### config.mk
export PLATFORM = sky130hd
export DESIGN_NAME = sd_cmd_seq
export DESIGN_NICKNAME = d
export VERILOG_FILES = /design/src/rtl/sd_cmd_seq.sv
export SDC_FILE = /design/constraint.sdc
export NUM_CORES = 1
export LEC_CHECK = 0
export ABC_AREA = 1
export BUFFER_PORTS_ARGS = -buffer_cell sky130_fd_sc_hd__buf_2
export CAP_MARGIN = 5
export CORE_MARGIN = 3
export CORE_UTILIZATION = 52
export DETAILED_ROUTE_END_ITERATION = 7
export PLACE_DENSITY = 0.73
export SLEW_MARGIN = 10
export SYNTH_ARGS = -nofsm -noshare
export SYNTH_HDL_FRONTEND = slang
export SYNTH_SLANG_ARGS = --single-unit
### constraint.sdc
create_clock -name clk -period 1.85 [get_ports clk]
set_clock_uncertainty 0.1 [all_clocks]
set_input_delay 0.37 -clock clk [delete_from_list [all_inputs] [get_ports clk]]
set_output_delay 0.37 -clock clk [all_outputs]
set_load 0.1 [all_outputs]
### src/rtl/sd_cmd_seq.sv
// sd_cmd_seq: frames one SD command, polls R1, collects R3/R7 bytes over a byte engine.
// Define SD_CMD_SEQ_CRC7_EN to compute the CRC7 byte instead of the CMD0/CMD8 table.
module sd_cmd_seq #(
    parameter int POLL_MAX = 8
) (
    input  logic        clk,
    input  logic        rst_n,
    input  logic        go,
    input  logic [5:0]  cmd,
    input  logic [31:0] arg,
    input  logic [2:0]  resp_len,
    output logic        busy,
    output logic        done,
    output logic        timeout,
    output logic [7:0]  r1,
    output logic [31:0] resp,
    output logic        sd_cs_n,
    output logic        spi_start,
    output logic [7:0]  spi_tx,
    input  logic [7:0]  spi_rx,
    input  logic        spi_rdy
);
    typedef enum logic [2:0] {IDLE, CMD, POLL, RESP, TAIL, DONE} state_t;
    typedef enum logic [1:0] {P_ARM, P_REQ, P_ACK} phase_t;

    localparam logic [7:0] PMAX = 8'(POLL_MAX);

    state_t      state;
    phase_t      phase;
    logic [31:0] arg_q;
    logic [2:0]  len_q;
    logic [2:0]  idx;
    logic [2:0]  rcnt;
    logic [7:0]  poll_cnt;
    logic [7:0]  crc_byte;
    logic [7:0]  next_tx;

`ifdef SD_CMD_SEQ_CRC7_EN
    logic [6:0] crc;

    function automatic logic [6:0] crc7(input logic [6:0] c, input logic [7:0] d);
        logic [6:0] r;
        logic       fb;
        r = c;
        for (int i = 7; i >= 0; i--) begin
            fb = d[i] ^ r[6];
            r  = {r[5:0], 1'b0} ^ (fb ? 7'h09 : 7'h00);
        end
        return r;
    endfunction

    assign crc_byte = {crc, 1'b1};
`else
    logic [5:0] cmd_q;

    always_comb begin
        unique case (cmd_q)
            6'd0:    crc_byte = 8'h95;
            6'd8:    crc_byte = 8'h87;
            default: crc_byte = 8'hFF;
        endcase
    end
`endif

    // byte that follows command byte idx on the wire
    always_comb begin
        unique case (idx)
            3'd0:    next_tx = arg_q[31:24];
            3'd1:    next_tx = arg_q[23:16];
            3'd2:    next_tx = arg_q[15:8];
            3'd3:    next_tx = arg_q[7:0];
            default: next_tx = crc_byte;
        endcase
    end

    always_ff @(posedge clk or negedge rst_n) begin
        if (!rst_n) begin
            state     <= IDLE;
            phase     <= P_ARM;
            busy      <= 1'b0;
            done      <= 1'b0;
            timeout   <= 1'b0;
            r1        <= 8'hFF;
            resp      <= 32'd0;
            sd_cs_n   <= 1'b1;
            spi_start <= 1'b0;
            spi_tx    <= 8'hFF;
            arg_q     <= 32'd0;
            len_q     <= 3'd0;
            idx       <= 3'd0;
            rcnt      <= 3'd0;
            poll_cnt  <= 8'd0;
`ifdef SD_CMD_SEQ_CRC7_EN
            crc       <= 7'd0;
`else
            cmd_q     <= 6'd0;
`endif
        end else begin
            done <= 1'b0;
            unique case (state)
                IDLE: begin
                    if (go) begin
                        arg_q     <= arg;
                        len_q     <= (resp_len > 3'd4) ? 3'd4 : resp_len;
                        timeout   <= 1'b0;
                        r1        <= 8'hFF;
                        resp      <= 32'd0;
                        busy      <= 1'b1;
                        sd_cs_n   <= 1'b0;
                        spi_start <= 1'b1;
                        spi_tx    <= {2'b01, cmd};
                        idx       <= 3'd0;
                        phase     <= P_REQ;
                        state     <= CMD;
`ifdef SD_CMD_SEQ_CRC7_EN
                        crc       <= crc7(7'd0, {2'b01, cmd});
`else
                        cmd_q     <= cmd;
`endif
                    end
                end
                DONE: state <= IDLE;
                default: begin
                    if (phase == P_ARM) begin
                        spi_start <= 1'b1;
                        phase     <= P_REQ;
                    end else if (phase == P_REQ) begin
                        if (!spi_rdy) begin
                            spi_start <= 1'b0;
                            phase     <= P_ACK;
                        end
                    end else if (spi_rdy) begin
                        // byte finished: by default issue the next 0xFF
                        phase     <= P_REQ;
                        spi_start <= 1'b1;
                        spi_tx    <= 8'hFF;
                        unique case (state)
                            CMD: begin
                                if (idx == 3'd5) begin
                                    state    <= POLL;
                                    poll_cnt <= 8'd1;
                                end else begin
                                    idx    <= idx + 3'd1;
                                    spi_tx <= next_tx;
`ifdef SD_CMD_SEQ_CRC7_EN
                                    if (idx < 3'd4) crc <= crc7(crc, next_tx);
`endif
                                end
                            end
                            POLL: begin
                                if (!spi_rx[7]) begin
                                    r1 <= spi_rx;
                                    if (len_q != 3'd0) begin
                                        state <= RESP;
                                        rcnt  <= 3'd1;
                                    end else begin
                                        state     <= TAIL;
                                        phase     <= P_ARM;
                                        spi_start <= 1'b0;
                                        sd_cs_n   <= 1'b1;
                                    end
                                end else if (poll_cnt == PMAX) begin
                                    r1        <= 8'hFF;
                                    timeout   <= 1'b1;
                                    state     <= TAIL;
                                    phase     <= P_ARM;
                                    spi_start <= 1'b0;
                                    sd_cs_n   <= 1'b1;
                                end else begin
                                    poll_cnt <= poll_cnt + 8'd1;
                                end
                            end
                            RESP: begin
                                resp <= {resp[23:0], spi_rx};
                                if (rcnt == len_q) begin
                                    state     <= TAIL;
                                    phase     <= P_ARM;
                                    spi_start <= 1'b0;
                                    sd_cs_n   <= 1'b1;
                                end else begin
                                    rcnt <= rcnt + 3'd1;
                                end
                            end
                            default: begin
                                spi_start <= 1'b0;
                                busy      <= 1'b0;
                                done      <= 1'b1;
                                state     <= DONE;
                            end
                        endcase
                    end
                end
            endcase
        end
    end
endmodule
; ---- Yosys cells after proc, flatten, opt, wreduce, memory -nomap -nowiden
; Index checks and enable logic that the tools add are counted.
[totals]
regBits = 113
inputBits = 53
out_inout_bits = 53
elab_cells = 185
[classes]
add_sub_neg = 3
magnitude_cmp = 1
n_eq_ne = 33
n_mux = 98
n_bitwise = 4
reduce_logical = 30
[op_table]
columns = op, n
row1 = 2-to-1 mux 32 bit, 5
row2 = 2-to-1 mux 8 bit, 16
row3 = one-hot mux 32 bit (2 select lines), 1
row4 = 2-to-1 mux 3 bit, 19
row5 = one-hot mux 8 bit (2 select lines), 3
row6 = 2-to-1 mux 1 bit, 34
row7 = one-hot mux 8 bit (4 select lines), 1
row8 = AND reduction 8 bit, 3
row9 = AND reduction 7 bit, 3
row10 = one-hot mux 3 bit (2 select lines), 3
row11 = nonzero test 2 bit, 8
row12 = inequality test 2 bit (second input constant), 7
row13 = one-hot mux 7 bit (2 select lines), 1
row14 = equality test 3 x 2 -> 1 bit (second input constant), 4
row15 = 2-to-1 mux 2 bit, 6
row16 = inequality test 4 bit (second input constant), 3
row17 = AND reduction 6 bit, 2
row18 = one-hot mux 1 bit (2 select lines), 5
row19 = inequality test 3 x 1 -> 1 bit (second input constant), 3
row20 = one-hot mux 3 bit (3 select lines), 1
row21 = AND reduction 9 bit, 1
row22 = nonzero test 3 bit, 3
row23 = adder 8 x 1 -> 8 bit (second input constant), 1
row24 = equality test 8 x 4 -> 1 bit (second input constant), 1
row25 = 24 further kinds, 35

; ---- Logic depth before layout (Yosys ltp)
[depth]
depth_word = 9
mapped_depth = 11
mapped_depth_nobuf = 11

; ---- Least setup slack after synthesis
; Ideal clock, no wire load.
[synth_path]
path_type = flip-flop to flip-flop
startpoint = register idx[0]
endpoint = register spi_tx[1]
setup_ps = 76
arrival_ps = 1455
t_required_ps = 1674
path_slack_ps = 218
path_stages_with_launch = 12
n_path_buf = 0
period_less_slack_ps = 1632
path_cell_list = dfrtp_1 inv_1 ha_1 inv_1 nor2_1 nor2_1 nand3_1 nand2_1 o21ai_2 nand3_1 nand2_1 nand2_1
[synth_via]
elab_chain_len = 8
elab_cells_between_ends = 12
cone_classes = 4 x eq/ne / 7 x mux / 1 x reduce/logical
[synth_rtl]
columns = item, line_no
row1 = start: declaration, 32  ; logic [2:0] idx;
row2 = start signal: assignment, 143  ; idx <= idx + 3'd1;
row3 = "equality test 3 x 2 -> 1 bit, or another cell as far along", 67  ; unique case (idx)
row4 = one-hot mux 8 bit (4 select lines), 67
row5 = 2-to-1 mux 8 bit (*), 139  ; if (idx == 3'd5) begin
row6 = 2-to-1 mux 8 bit (*), 137  ; unique case (state)
row7 = 2-to-1 mux 8 bit (*), 132  ; end else if (spi_rdy) begin
row8 = 2-to-1 mux 8 bit (*), 127  ; end else if (phase == P_REQ) begin
row9 = 2-to-1 mux 8 bit (*), 124  ; if (phase == P_ARM) begin
row10 = one-hot mux 8 bit (2 select lines) (*), 100  ; unique case (state)
row11 = end signal: assignment, 111  ; spi_tx <= {2'b01, cmd};
row12 = end signal: assignment, 144  ; spi_tx <= next_tx;
row13 = end: declaration, 19  ; output logic [7:0] spi_tx,
; Mark *: on every way between the ends. The rest lies on a longest branch, timed or not. The select of a mux whose other input is x is not followed.
; A chain may end at the register's enable or synchronous reset.

; ---- Worst setup path after layout
[layout_path]
startpoint = register resp[9]
endpoint = output port resp[9]
[layout_rtl]
columns = item, line_no
row1 = start: declaration, 16  ; output logic [31:0] resp,
row2 = start signal: assignment, 174  ; resp <= {resp[23:0], spi_rx};
; No word-level cell between the ends.

==> impl_results.md <==
- Grt total ovfl: 0
- Die X: 108 microns
- Synth Cell Area: 5430 sq um
- # placed instances: 905
- Die Ht: 108 microns
- Final WS setup: 0.0179 ns
- Placement row count: 36
- Max-slew headroom: 65.3%
- Netlist cell types: 32
- DR vias/cell: 5.28
- Final-stage net count: 895
- Avg Inst Size Synth: 8.11 sq um
- DRT Pass-1 Iters: 6
- Hold Slack: roughly 0.047 ns
- Reg2reg start: idx[0]
- Synth Net Count: 730
- Root Buffer: clkbuf_8
- Syn. warnings: 0
- RSZ-0062 raised after global routing: true
- Hold path endpoint: cmd_q[3]
- Ys async rst share: 100%
- CTS tree: yes
- CTS H-tree depth: 4
- IO Pins: 106
- Layout fillers: 722
- Top delay family on crit path: buffers and inverters
- Mux cell area share after synthesis: 0%
- Mapped Cells: 669
- Final WL: 15,000 microns
- Critical Path Start: resp[9]
- Fin util: between 70% and 80%
- Max incr delay on CP: 0.45 ns
- Tmin final: 1.83 ns
- Final Hold Fails: 0
- Worst-Margin Slew: around 0.52 ns
- Port Buffers: 105
- Worst hold path type: input port to register
- Share of the synthesized area in the top cell type: 44.3%
- Cell depth of the worst hold path: 3
- Top FF cell, synth: dfrtp_1
- Routability cong.: 0.893
- Flop2flop setup slack: 0.09 ns
- Max Cap Viol: 0
- Worst r2r path cells: 9
- Critical-path top delay cell: buf_2
- Antenna Cells: 0
- WS Path Type: register to primary output
- Critical Path Fanout Max: 3
- Setup Viol. Count Final: 0
- Compound-Gate Fraction of Synth Area: 10.3%
- Drt drc: 0
- Clk_lat worst skew: 0.51 ns
- Worst path cell trace: buf_2
- Status: finished clean
- Worst setup EP type: primary output
- #FFs+latches synth: around 110
- Synth Area in Adders: 1.84%
- RR Endpoint: spi_tx[1]
- Simple-gate share of the synthesized area: 26.6%
- Clock-pin slew on the worst setup and hold paths: approximately 0.05 ns
- DRT iter0 DRCs: 407
- CP Buf/Inv Count: 1
- Fmax: 546 MHz
- Core Box Area: 9950 sq um
- GRT Total Usage: 26.3%
- Post-synthesis sequential area ratio: 52.5%
- Pin count of the biggest net entering global routing: 37
- Global-route wire length before repair: around 24,000 microns
- Num CTS Buffers: 17
- Post-route insts no fill: between 900 and 1,000
- Area delta synth->final: 33.9%
- Xor/xnor cell area share of the yosys netlist: less than 1%
- ANT nets after route: 0
- Yosys top cell by area: dfrtp_1
- Critical Path RT: ~1.4 ns
- Die area: roughly 12,000 sq um
- Leading cell type by number of instances after synthesis: nand2_1
- Vias in the first global route: around 5,000
- Max-slew violation count: 0
- Synth top area cells: dfrtp_1, nand2_1, dfstp_2
- DP Worst Slack: 0.0593 ns
- Startpoint Class: register
- CTS Sinks: 113
- Period utilisation layout: 99.0%
- Total number of vias: approximately 5,200
- Number of synthesized flops with an enable pin: 0
- Hold Path Origin: cmd[3]
- Clock buffer depth: 2
- Synth top cells by count: nand2_1, dfrtp_1, o21ai_0
- Layout cells sized above 1: between 20% and 30%
- Antenna violations before repair: 0
- WL/cell: 15.3 microns
- Largest family of logic cells by synthesized area: simple AND/OR/NAND/NOR gates
- Starting Density: 54.5%
- CP arrival: 1.36 ns
- Dpl hpwl: 9820 microns
[metrics by stage]
step / instance area (sq um) / TNS [ns]
6_report: 7270 / 0
5_1_grt: 7270 / -0.726
4_1_cts: 7170 / 0
3_5_place_dp: 6200 / 0
3_3_place_gp: 6200 / 0
2_1_floorplan: 5430 / 0
[how the worst max path moves through the flow]
| stage | endpoint | slack, ns | cells past startpoint |
|---|---|---|---|
| 2_1_floorplan | spi_tx[1] | 0.22 | 11 |
| 3_3_place_gp | resp[15] | 0.13 | 10 |
| 3_5_place_dp | r1[6] | 0.06 | 9 |
| 4_1_cts | resp[24] | 0.006 | 7 |
| 5_1_grt | r1[6] | -0.06 | 9 |
| 6_report | resp[9] | 0.02 | 1 |
[layout by cell type (no fill, tap or decap), types with 2 or more instances in the layout]
master         netlist  final
a211oi_1             3      3
a21oi_1             10     10
buf_12               0      6
buf_2                8     86
buf_4                1     40
bufinv_16            0      3
clkbuf_1             4      5
clkbuf_16            0     16
clkbuf_8             0      4
clkinv_2             0      4
dfrtp_1             96     95
dfstp_2             17     17
dlygate4sd3_1        0     35
ha_1                 8      6
ha_2                 0      2
inv_1               67     63
inv_2                6      9
nand2_1            239    236
nand2_2              2      5
nand2_4              2      2
nand3_1             37     37
nand4_1              8      8
nor2_1              42     40
nor2_2               2      3
nor2_4               5      6
nor2_8               2      2
o21ai_0             81     76
o21ai_1              6     11
o21ai_2              3      3
xnor2_1              2      2
xor2_1               4      4
[registers in the layout (all words and copies together) (netlist names)]
signal,flops
phase,2
len_q,3
done,1
state,3
spi_tx,8
cmd_q,6
poll_cnt,8
resp,32
rcnt,3
arg_q,32
busy,1
spi_start,1
r1,8
idx,3
timeout,1
sd_cs_n,1
[cells by family after synthesis]
group,after synthesis
XOR/XNOR,6
buffers and inverters,95
AO/OA/AOI/OAI,106
adder cells (fa/ha/maj),8
flip-flops,113
AND/OR/NAND/NOR,341
[layout make-up]
| class | count | area [sq um] | area share [%] |
|---|---|---|---|
| multi-input cells | 461 | 2180 | 30.0 |
| inverters | 73 | 279 | 3.84 |
| well taps | 133 | 166 | 2.29 |
| flip-flops and latches | 113 | 2850 | 39.2 |
| clock buffers | 25 | 474 | 6.53 |
| repair buffers | 168 | 1210 | 16.6 |
| clock inverters | 7 | 110 | 1.52 |
[per-layer routing]
metal / wire, microns / global-route usage [%] / vias to the layer above
met1: 6260 / 34.9 / 2410
met4: 408 / 10.1 / 0
met3: 1120 / 5.19 / 44
met2: 7200 / 42.9 / 269
met5: 0 / 0 / -
li1: - / - / 2448
[timing repair]
action / CTS / global route
endpoints found under the hold margin: 59 / 0
pin swaps: 0 / 4
endpoints found under the setup margin: 18 / 81
setup buffers: 0 / 8
resized for setup: 18 / 21
hold buffers: 35 / 0
Power is left out: the tool's default activity adds up to more than one toggle a clock period on the data nets, which glitch-free logic cannot reach.
